===== src/rtl/hack_pkg.sv =====
// Shared Hack platform constants and the program loader state encoding.
// LOAD_MAX_WORDS is also the depth of the instruction ROM.
package hack_pkg;

  localparam int HACK_ADDR_W    = 15;
  localparam int HACK_WORD_W    = 16;
  localparam int LOAD_MAX_WORDS = 32768;

  typedef enum logic [2:0] {
    ST_IDLE,
    ST_LEN_HI,
    ST_LEN_LO,
    ST_DATA_HI,
    ST_DATA_LO,
    ST_RUN,
    ST_ERROR
  } load_state_t;

endpackage


===== src/rtl/hack_byte_pair.sv =====
// Assembles a big-endian 2-byte field: the high byte is held, the low byte
// passes straight through so the full value is usable in the accepting cycle.
module hack_byte_pair (
  input  logic        clock,
  input  logic        reset,
  input  logic        hi_take,
  input  logic        lo_take,
  input  logic [7:0]  data,
  output logic [15:0] value,
  output logic        valid
);

  logic [7:0] hi_q;

  always_ff @(posedge clock) begin
    if (reset) begin
      hi_q <= '0;
    end else if (hi_take) begin
      hi_q <= data;
    end
  end

  assign value = {hi_q, data};
  assign valid = lo_take;

endmodule


===== src/rtl/hack_rom_loader.sv =====
// Loads a length-prefixed byte stream into the Hack instruction ROM while
// holding the CPU in reset; releases it once the whole image is written.
//
//   state      | meaning
//   -----------+----------------------------------------------
//   ST_IDLE    | waiting for the first start after reset
//   ST_LEN_HI  | expecting length high byte
//   ST_LEN_LO  | expecting length low byte, then validate N
//   ST_DATA_HI | expecting high byte of the next word
//   ST_DATA_LO | expecting low byte; word is written next cycle
//   ST_RUN     | image loaded, CPU released (done)
//   ST_ERROR   | length rejected (error)
module hack_rom_loader
  import hack_pkg::*;
#(
  parameter int ADDR_W    = HACK_ADDR_W,
  parameter int WORD_W    = HACK_WORD_W,
  parameter int MAX_WORDS = LOAD_MAX_WORDS
) (
  input  logic              clock,
  input  logic              reset,
  input  logic              start,
  input  logic              in_valid,
  input  logic [7:0]        in_data,
  output logic              in_ready,
  output logic              rom_we,
  output logic [ADDR_W-1:0] rom_addr,
  output logic [WORD_W-1:0] rom_wdata,
  output logic              cpu_reset,
  output logic              busy,
  output logic              done,
  output logic              error
);

  load_state_t state, state_next;

  logic          accept;
  logic [15:0]   len_value, word_value, len_q;
  logic          len_valid, word_valid;
  logic [ADDR_W:0] count;
  logic          last_word, len_zero, len_over;

  assign in_ready = (state == ST_LEN_HI) || (state == ST_LEN_LO) ||
                    (state == ST_DATA_HI) || (state == ST_DATA_LO);
  // start takes priority: a byte offered alongside it is dropped
  assign accept   = in_valid && in_ready && !start;

  hack_byte_pair u_len (
    .clock   (clock),
    .reset   (reset),
    .hi_take (accept && (state == ST_LEN_HI)),
    .lo_take (accept && (state == ST_LEN_LO)),
    .data    (in_data),
    .value   (len_value),
    .valid   (len_valid)
  );

  hack_byte_pair u_word (
    .clock   (clock),
    .reset   (reset),
    .hi_take (accept && (state == ST_DATA_HI)),
    .lo_take (accept && (state == ST_DATA_LO)),
    .data    (in_data),
    .value   (word_value),
    .valid   (word_valid)
  );

  assign len_zero  = (len_value == 16'd0);
  assign len_over  = 32'(len_value) > 32'(MAX_WORDS);
  assign last_word = (32'(count) + 32'd1) == 32'(len_q);

  always_comb begin
    state_next = state;
    if (start) begin
      state_next = ST_LEN_HI;
    end else begin
      case (state)
        ST_LEN_HI:  if (accept) state_next = ST_LEN_LO;
        ST_LEN_LO: begin
          if (len_valid) begin
            if (len_zero)      state_next = ST_RUN;
            else if (len_over) state_next = ST_ERROR;
            else               state_next = ST_DATA_HI;
          end
        end
        ST_DATA_HI: if (accept) state_next = ST_DATA_LO;
        ST_DATA_LO: if (word_valid) state_next = last_word ? ST_RUN : ST_DATA_HI;
        default:    state_next = state;
      endcase
    end
  end

  always_ff @(posedge clock) begin
    if (reset) begin
      state     <= ST_IDLE;
      len_q     <= '0;
      count     <= '0;
      rom_we    <= 1'b0;
      rom_addr  <= '0;
      rom_wdata <= '0;
    end else begin
      state  <= state_next;
      rom_we <= word_valid;
      if (len_valid) len_q <= len_value;
      if (start) begin
        count <= '0;
      end else if (word_valid) begin
        rom_addr  <= count[ADDR_W-1:0];
        rom_wdata <= WORD_W'(word_value);
        count     <= count + 1'b1;
      end
    end
  end

  // the final write lands in the first RUN cycle; keep the CPU held through it
  assign cpu_reset = (state != ST_RUN) || rom_we;
  assign busy      = in_ready;
  assign done      = (state == ST_RUN);
  assign error     = (state == ST_ERROR);

endmodule


===== config.mk =====
export PLATFORM = sky130hd
export DESIGN_NAME = hack_rom_loader
export DESIGN_NICKNAME = d
export VERILOG_FILES = /design/src/rtl/hack_pkg.sv /design/src/rtl/hack_byte_pair.sv /design/src/rtl/hack_rom_loader.sv
export SDC_FILE = /design/constraint.sdc
export NUM_CORES = 1
export LEC_CHECK = 0
export ABC_AREA = 1
export BUFFER_PORTS_ARGS = -buffer_cell sky130_fd_sc_hd__buf_4
export CORE_MARGIN = 1
export CORE_UTILIZATION = 55
export DETAILED_ROUTE_END_ITERATION = 10
export PLACE_DENSITY = 0.77
export SLEW_MARGIN = 0
export SYNTH_ARGS = -nofsm -noshare
export SYNTH_HDL_FRONTEND = slang
export SYNTH_SLANG_ARGS = --single-unit

===== constraint.sdc =====
create_clock -name clock -period 2 [get_ports clock]
set_input_delay 0 -clock clock [delete_from_list [all_inputs] [get_ports clock]]
set_output_delay 0 -clock clock [all_outputs]
set_load 0.02 [all_outputs]

==> results of run 1 <==
-- cell usage after synthesis, types with 5 or more instances --
master | instances | area, µm²
nand2_1 | 116 | 435
dfxtp_1 | 83 | 1660
a21oi_1 | 79 | 395
inv_1 | 48 | 180
nand3_1 | 40 | 200
o21ai_0 | 35 | 175
nor2_1 | 34 | 128
o21ai_1 | 22 | 110
clkbuf_1 | 11 | 41.3
buf_2 | 6 | 30.0
nand4_1 | 6 | 37.5
buf_6 | 5 | 56.3
-- power by group --
| part | switching (W) | total [W] | internal [W] |
|---|---|---|---|
| sequential | 0.00000546 | 0.00166 | 0.00165 |
| combinational | 0.0000931 | 0.000154 | 0.0000605 |
| clock | 0.000706 | 0.00119 | 0.000488 |
-- cells by family after synthesis --
group / share of synthesized area
AO/OA/AOI/OAI: 0.193
XOR/XNOR: 0.0182
buffers and inverters: 0.0881
adder cells (fa/ha/maj): 0.00336
flip-flops: 0.447
AND/OR/NAND/NOR: 0.251
-- final timing paths --
| check | startpoint | cells past startpoint | endpoint |
|---|---|---|---|
| worst max-delay path | count[0] | 13 | state[2] |
| worst min-delay path | in_valid | 5 | state[2] |
| worst max register to register | count[0] | 13 | state[2] |
| worst min register to register | u_word.hi_q[7] | 2 | u_word.hi_q[7] |
-- state kept, by name (all words and copies together), names as in the netlist --
signal       count
count           16
len_q           16
rom_wdata       16
rom_addr        15
u_len.hi_q       8
u_word.hi_q      8
state            3
rom_we           1
-- worst min-delay path: stages --
cell and delay [ns]:
buf_4 0.11, nand2_2 0.12, nor2_8 0.06, nand2_1 0.09, a21oi_2 0.05
-- repair_timing --
action	4_1_cts	5_1_grt
setup endpoints to repair	2	45
pin swaps	0	5
hold buffers	11	0
hold endpoints to repair	33	0
resized for setup	4	32
buffers inserted	0	2
-- through the flow --
| stage | instances | setup TNS, ns |
|---|---|---|
| after floorplan | 517 | 0 |
| after global placement | 639 | 0 |
| after detailed placement | 639 | -0.0667 |
| after CTS | 666 | 0 |
| after global routing | 668 | -0.0879 |
| final | 668 | 0 |
-- routing by layer --
metal	wire, µm	share of wire	track usage
met1	4220	0.43	0.363
met2	4650	0.48	0.449
met3	672	0.069	0.0649
met4	226	0.023	0.116
met5	0	0	0
-- final cells by class --
class	instances	area, µm²
Multi-Input combinational cell	360	1820
Tap cell	77	96.3
Timing Repair Buffer	81	668
Sequential cell	83	1670
Fill cell	522	1780
Clock buffer	9	124
Inverter	51	196
Clock inverter	7	67.6
==> impl_metrics.tcl, run 1 <==
set metrics [dict create \
    status "finished, violations left" \
    violations "design-rule violations" \
    dp_slack_ns -0.0667 \
    synth_seq_cells 83 \
    syn_inst 517 \
    vias 3696 \
    finalSetupViolations 0 \
    slowest_stage "dfxtp_4" \
    rows 29 \
    power.density_mw_per_mm2 648 \
    p_leak_nw 1.87 \
    dr.pass1.iters 8 \
    period_minus_slack_ns 1.95 \
    synth_edf_count 0 \
    layout-drive-gt1-share 0.212 \
    gp_congestion 0.875 \
    grtUsageTotal 0.279 \
    max_freq_ghz 0.514 \
    cp_common_cell "nand2_1" \
    peakVddDrop_uv 503 \
    n_antenna_cell 0 \
    r2r_setup_slack_ns 0.05 \
    yosys_warnings 0 \
    area_delta_synth_final_pct 24.8 \
    hp-class "input pin to flop" \
    clockRootBuffer "clkbuf_8" \
    die_y_um 84.2 \
    crit_type "flop to flop" \
    critPathBufInv 0 \
    stdcell_area_mm2 0.00464 \
    synth_nets 530 \
    drtIter0Drc 244 \
    post_dp_cell_area_mm2 0.00422 \
    antenna_found_initial 0 \
    end_kind "flop" \
    crit_path_cell_trace "ha_4 > nand3_1 > nor2_2 > nand4_1 > nand3_1 > nand2_1 > nor2_1 > nand2_1 > nor2_2 > nand3_1 > nand2_1 > nand2_1 > a21oi_2" \
    final_core_util 0.723 \
    syn_avg_cell_area_um2 7.20 \
    min_period_over_period 0.973 \
    grt_max_degree 30 \
    slew_headroom 0.599 \
    clk_latency_ns 0.37 \
    initial_core_util 0.579 \
    grt_setup_unrepaired "true" \
    worst_slew_pin_slew_ns 0.601 \
    h-tree-depth 3 \
    wire_per_inst_um 14.6 \
    hold_violations 0 \
    final_cell_mix "111 x nand2_1, 78 x a21oi_1, 78 x dfxtp_1, 66 x buf_4, 48 x inv_1" \
    cts_tree "built" \
    cp_max_fo 5 \
    grt_overflow_total 0 \
    startpoint_type "flop" \
    ant_nets 0 \
    slowest_delay_ns 0.38 \
    grt_pass1_vias 3257 \
    routed_wl_mm 9.77 \
    final_common_cell "nand2_1" \
    setup_ws_ns 0.0549 \
    power_w 0.00301 \
    clkSinkCount 83 \
    synthFlopType "dfxtp_1" \
    maxCapViolCount 0 \
    die_w_um 84.2 \
    critical_path.top_delay_family "simple AND/OR/NAND/NOR gates" \
    die-area_mm2 0.00710 \
    coreArea_mm2 0.00642 \
    portBuffers 48 \
    dp_hpwl_mm 6.57 \
    clockBufferDepth 2 \
    synth_area_mm2 0.00372 \
    crit_arrival_ns 2.24 \
    crit_required_ns 2.30 \
    clk_pin_slew_ns 0.09 \
    postSynth.asyncResetShare 0 \
    finClkSkew_ns 0.00946 \
    viasPerCell 5.53 \
    drc 5 \
    grt_pass1_wl_mm 15.5 \
    report.final.slew_viol_count 0 \
    hold_ws_ns 0.105 \
    cts_buffers 9 \
    ys_seq_area_frac 0.447 \
    pin_count 49 \
    synth.distinct_cells 32 \
    layout.nets 599 \
]
Power figures use the tool's default switching activity.
==> run 2: changes to the inputs <==
--- a/config.mk
+++ b/config.mk
@@ -10,7 +10,7 @@
 export CORE_MARGIN = 1
 export CORE_UTILIZATION = 55
 export DETAILED_ROUTE_END_ITERATION = 10
-export PLACE_DENSITY = 0.77
+export PLACE_DENSITY_LB_ADDON = 0.3
 export SLEW_MARGIN = 0
 export SYNTH_ARGS = -nofsm -noshare
 export SYNTH_HDL_FRONTEND = slang
==> run 2 against run 1 <==
Final cell count fell by 0.60%; combinational power barely moved; largest power group unchanged; clock-buffer cell count rose by 1; the run still ends with design-rule violations left; sequential power barely moved; wire length fell by 3.0%; sequential cell count did not move; non-clock buffer count fell by 4; power rose by 6.4%.
==> impl_metrics.tcl, run 2 (synthesis gave the netlist of run 1 again) <==
set metrics [dict create \
    violations "design-rule violations" \
    cts_buffers 9 \
    die_w_um 84.2 \
    pin_count 49 \
    crit_path_cell_trace "dlygate4sd3_1 > buf_4 > nor4_2 > and2_1 > nand2_1 > nand2_1 > a21oi_1 > o21ai_1 > nor2_1 > nor2_1 > dlygate4sd3_1" \
    dr.pass1.iters 9 \
    final_cell_mix "114 x nand2_1, 79 x a21oi_1, 79 x dfxtp_1, 64 x buf_4, 48 x inv_1" \
    crit_required_ns 2.31 \
    clockBufferDepth 2 \
    power.density_mw_per_mm2 692 \
    worst_slew_pin_slew_ns 0.525 \
    final_core_util 0.720 \
    grt_pass1_vias 3354 \
    slowest_stage "dlygate4sd3_1" \
    report.final.slew_viol_count 0 \
    hold_ws_ns 0.112 \
    maxCapViolCount 0 \
    dp_hpwl_mm 6.61 \
    crit_type "input pin to flop" \
    initial_core_util 0.579 \
    die-area_mm2 0.00710 \
    rows 29 \
    wire_per_inst_um 14.3 \
    antenna_found_initial 0 \
    startpoint_type "input pin" \
    clkSinkCount 83 \
    min_period_over_period 0.969 \
    area_delta_synth_final_pct 24.3 \
    p_leak_nw 1.86 \
    grt_max_degree 32 \
    grtUsageTotal 0.280 \
    peakVddDrop_uv 606 \
    gp_congestion 0.884 \
    portBuffers 48 \
    cp_max_fo 5 \
    slew_headroom 0.649 \
    ant_nets 0 \
    drc 4 \
    final_common_cell "nand2_1" \
    cts_tree "built" \
    drtIter0Drc 223 \
    clk_latency_ns 0.36 \
    h-tree-depth 3 \
    clk_pin_slew_ns 0.09 \
    status "finished, violations left" \
    hold_violations 0 \
    critPathBufInv 3 \
    period_minus_slack_ns 1.94 \
    critical_path.top_delay_family "buffers and inverters" \
    layout.nets 595 \
    grt_overflow_total 0 \
    grt_pass1_wl_mm 15.7 \
    slowest_delay_ns 0.56 \
    end_kind "flop" \
    vias 3643 \
    postCtsSetupRepairBufs 0 \
    finalSetupViolations 0 \
    finClkSkew_ns 0.0127 \
    reg_top3 "count: 16 flops, len_q: 16 flops, rom_wdata: 16 flops" \
    crit_arrival_ns 2.24 \
    hp-class "input pin to flop" \
    routed_wl_mm 9.48 \
    viasPerCell 5.49 \
    layout-drive-gt1-share 0.194 \
    die_y_um 84.2 \
    coreArea_mm2 0.00642 \
    n_antenna_cell 0 \
    clockRootBuffer "clkbuf_8" \
    max_freq_ghz 0.516 \
]
==> run 2: changes by cell type in the layout (fill, tap and decap cells not counted), moves of 2 or more <==
cell / previous run / this run
buf_6: 2 / 0
buf_4: 66 / 64
nor2_2: 11 / 8
nand2_1: 111 / 114
o21ai_1: 22 / 24
o21ai_0: 35 / 33
bufinv_16: 0 / 2
nand2_2: 7 / 4
inv_8: 3 / 0
nor2_1: 22 / 25
==> run 2: per-stage QoR <==
step                cell area, µm²  setup slack [ns]  setup TNS, ns  total power (W)  instances
global route                  4620           -0.0127        -0.0127          0.00332        664
finish                        4620            0.0630              0          0.00320        664
floorplan                     3720             0.124              0          0.00177        517
global placement              4200            0.0627              0          0.00183        637
detailed placement            4200            0.0365              0          0.00183        637
CTS                           4530            0.0221              0          0.00321        663
==> run 2: path summary, 6_finish.rpt <==
path                   endpoint  cells after the start      startpoint  slack, ns
setup reg to reg  u_len.hi_q[7]                     10        state[2]       0.14
setup / recovery       state[0]                     11      in_data[4]       0.06
hold reg to reg   rom_wdata[14]                      2  u_word.hi_q[6]       0.46
hold / removal         state[2]                      5        in_valid       0.11
==> run 2: timing repair <==
| item | 4_1_cts | 5_1_grt |
|---|---|---|
| setup endpoints to repair | 0 | 72 |
| hold endpoints to repair | 30 | 2 |
| resized for setup | 0 | 27 |
| hold buffers | 10 | 1 |
==> run 2: layer usage <==
metal | up-vias | share of wire | GRT usage
met2 | 121 | 0.48 | 0.460
li1 | 1841 | - | -
met3 | 18 | 0.060 | 0.0777
met5 | - | 0 | 0
met4 | 0 | 0.020 | 0.0956
met1 | 1663 | 0.44 | 0.357
==> run 2: tightest hold or removal path, delay by kind of cell <==
family | cells | cell delay, ns
buffers and inverters | 1 | 0.11
AO/OA/AOI/OAI | 1 | 0.05
AND/OR/NAND/NOR | 3 | 0.27
==> run 2: cell type report <==
type                    instances  area (µm²)
multi-input cells             360        1800
fillers                       504        1800
flip-flops and latches         83        1670
repair buffers                 77         631
inverters                      51         196
clock buffers                  10         138
well taps                      77        96.3
clock inverters                 6        95.1
==> run 2: where the power goes <==
part | leakage [nW] | internal [W] | switching (W) | total [W]
combinational | 1.07 | 0.0000623 | 0.0000925 | 0.000155
sequential | 0.671 | 0.00166 | 0.00000557 | 0.00166
clock | 0.117 | 0.000751 | 0.000633 | 0.00138
total | 1.86 | 0.00247 | 0.000731 | 0.00320
==> run 3: changes to the inputs <==
--- a/config.mk
+++ b/config.mk
@@ -14,4 +14,5 @@
 export SLEW_MARGIN = 0
 export SYNTH_ARGS = -nofsm -noshare
 export SYNTH_HDL_FRONTEND = slang
+export SYNTH_HIERARCHICAL = 1
 export SYNTH_SLANG_ARGS = --single-unit
==> run 3 against run 2 <==
The flow now finishes without violations; largest power group unchanged; register-to-register slack worse by 0.09 ns; synthesized cell count is 15% higher; critical endpoint is now rom_addr[9]; clock power is 3% higher.
==> impl_metrics.tcl, run 3 <==
set metrics [dict create \
    synth.area.top_cells "dfxtp_1 41%, nor2_1 10%, nand2_1 9.5%" \
    synth_edf_count 0 \
    finClkSkew_ns 0.0111 \
    viasPerCell 5.44 \
    multi_input_area_mm2 0.00204 \
    final_common_cell "nor2_1" \
    top_layer_used "met4" \
    h-tree-depth 3 \
    p_switching_w 0.000824 \
    synth.area.mux_share 0 \
    die_y_um 88.4 \
    ant_nets 0 \
    antenna_found_initial 0 \
    clockRootBuffer "clkbuf_8" \
    startpoint_type "flop" \
    drc 0 \
    slew_headroom 0.725 \
    gp_congestion 0.936 \
    initial_core_util 0.569 \
    regArea_mm2 0.00168 \
    synth_top_family_by_area "simple AND/OR/NAND/NOR gates" \
    layout-drive-gt1-share 0.227 \
    clockPowerShare 0.429 \
    power.density_mw_per_mm2 648 \
    crit_required_ns 2.26 \
    final_cell_mix "101 x nor2_1, 100 x nand2_1, 74 x dfxtp_1, 67 x buf_4, 60 x inv_1" \
    synth_common_cells "110 x nor2_1, 104 x nand2_1, 83 x dfxtp_1, 66 x inv_1, 60 x o21ai_0" \
    synth_area_mm2 0.00410 \
    syn_inst 595 \
    synth_nets 608 \
    grt_max_degree 47 \
    max_freq_ghz 0.512 \
    n_antenna_cell 0 \
    synth_seq_cells 83 \
    yosys.area_share.adder 0.00305 \
    portBuffers 48 \
    clk_latency_ns 0.37 \
    maxCapViolCount 0 \
    ys_seq_area_frac 0.405 \
    cp_max_fo 12 \
    min_period_over_period 0.977 \
    reg_top3 "count: 16 flops, len_q: 16 flops, rom_wdata: 16 flops" \
    seqPwrFrac 0.506 \
    p_int_w 0.00248 \
    hp-class "input pin to flop" \
    pin_count 49 \
    cts_buffers 9 \
    wire_per_inst_um 14.6 \
    status "completed" \
    grt_pass1_vias 3648 \
    postSynth.asyncResetShare 0 \
    stdcell_area_mm2 0.00510 \
    crit_type "flop to flop" \
    yosysTopAreaCellShare 0.405 \
    report.final.slew_viol_count 0 \
    synth_xor_area_frac 0.0278 \
    finalSetupViolations 0 \
    wl_met3_um 716 \
    synthFlopType "dfxtp_1" \
    pwr-share-comb 0.065 \
    routed_wl_mm 11.0 \
    dp_hpwl_mm 7.10 \
    grt_pass1_wl_mm 16.7 \
    met1Wirelength_mm 4.56 \
    clockBufferDepth 2 \
    tns_ns 0 \
    area_delta_synth_final_pct 24.2 \
    swShare 0.250 \
    synth_area_leader_cell "dfxtp_1" \
    synth.distinct_cells 35 \
    layout.nets 665 \
    peakVddDrop_uv 457 \
    grt_overflow_total 0 \
    period_minus_slack_ns 1.95 \
    p_leak_nw 2.26 \
    grtUsageTotal 0.283 \
    post_dp_cell_area_mm2 0.00455 \
    power_w 0.00330 \
    rows 31 \
    die_w_um 88.4 \
    synth_compound_area_frac 0.135 \
    clkSinkCount 83 \
    syn_avg_cell_area_um2 6.90 \
    end_kind "flop" \
    clk_pin_slew_ns 0.09 \
    hold_violations 0 \
    yosys.area_share.simple 0.304 \
    synth.most_common_cell "nor2_1" \
    crit_arrival_ns 2.21 \
    cts_tree "built" \
    coreArea_mm2 0.00721 \
    vias 4112 \
    met2_length_mm 5.42 \
    drtIter0Drc 188 \
    yosys_warnings 6 \
    die-area_mm2 0.00781 \
    dr.pass1.iters 7 \
    worst_slew_pin_slew_ns 0.412 \
    nFillCells 611 \
]
## run 3: final cells by class
| type | count | area share |
|---|---|---|
| clock buffers | 9 | 0.0243 |
| clock inverters | 7 | 0.0214 |
| inverters | 69 | 0.0530 |
| multi-input cells | 403 | 0.400 |
| flip-flops and latches | 83 | 0.329 |
| well taps | 99 | 0.0243 |
| repair buffers | 84 | 0.146 |
| repair inverters | 2 | 0.00246 |
## run 3: path summary, 6_finish.rpt
path / start / end / cells after the start / slack [ns]
worst max register to register: state[0] / rom_addr[9] / 14 / 0.05
worst min-delay path: in_valid / state[0] / 6 / 0.16
worst min register to register: u_word/hi_q[2] / u_word/hi_q[2] / 2 / 0.48
worst max-delay path: state[0] / rom_addr[9] / 14 / 0.05
## run 3: cell families (layout without fill, tap and decap cells)
kind of cell             Yosys count  count (layout)
buffers and inverters            109             171
adder cells (fa/ha/maj)            1               1
XOR/XNOR                           8               8
AND/OR/NAND/NOR                  288             288
AO/OA/AOI/OAI                    106             106
flip-flops                        83              83
## run 3: metrics by stage
stage | worst slack, ns | cells | util | hold WS (ns)
after floorplan | -0.0725 | 595 | - | 0.0643
after global placement | -0.0632 | 720 | 0.630 | 0.272
after detailed placement | -0.00861 | 720 | 0.630 | 0.249
after CTS | 0.0127 | 746 | 0.677 | 0.147
after global routing | -0.0725 | 756 | 0.706 | 0.211
final | 0.0460 | 756 | 0.706 | 0.157
## run 3: power by group through the flow
stage / Sequential (W) / Clock (W) / Combinational (W)
after floorplan: 0.00171 / 0 / 0.000129
after global placement: 0.00171 / 0 / 0.000177
after detailed placement: 0.00171 / 0 / 0.000176
after CTS: 0.00167 / 0.00143 / 0.000192
after global routing: 0.00167 / 0.00150 / 0.000236
final: 0.00167 / 0.00142 / 0.000215
## run 3: metal layers
layer  global-route usage  up-vias
met5                    0        -
met4                0.125        0
met3               0.0504       37
met2                0.482      169
met1                0.351     1903
li1                     -     2003
## run 3: repair_timing
item,4_1_cts,5_1_grt
cloned,0,4
hold buffers,10,0
gates resized for setup,4,31
pin swaps,2,10
buffers inserted,0,6
hold endpoints to repair,35,0
endpoints found under the setup margin,17,48
## run 3: critical path, stage by stage, from the launching register on
cell       delay, ns
dfxtp_2         0.38
inv_2           0.06
nor3_2          0.20
inv_1           0.09
nand2_2         0.08
nand2_2         0.07
nor2_4          0.11
nand2_1         0.08
inv_2           0.08
inv_4           0.07
nor2_4          0.13
buf_12          0.15
buf_4           0.14
clkbuf_16       0.15
a21oi_1         0.07
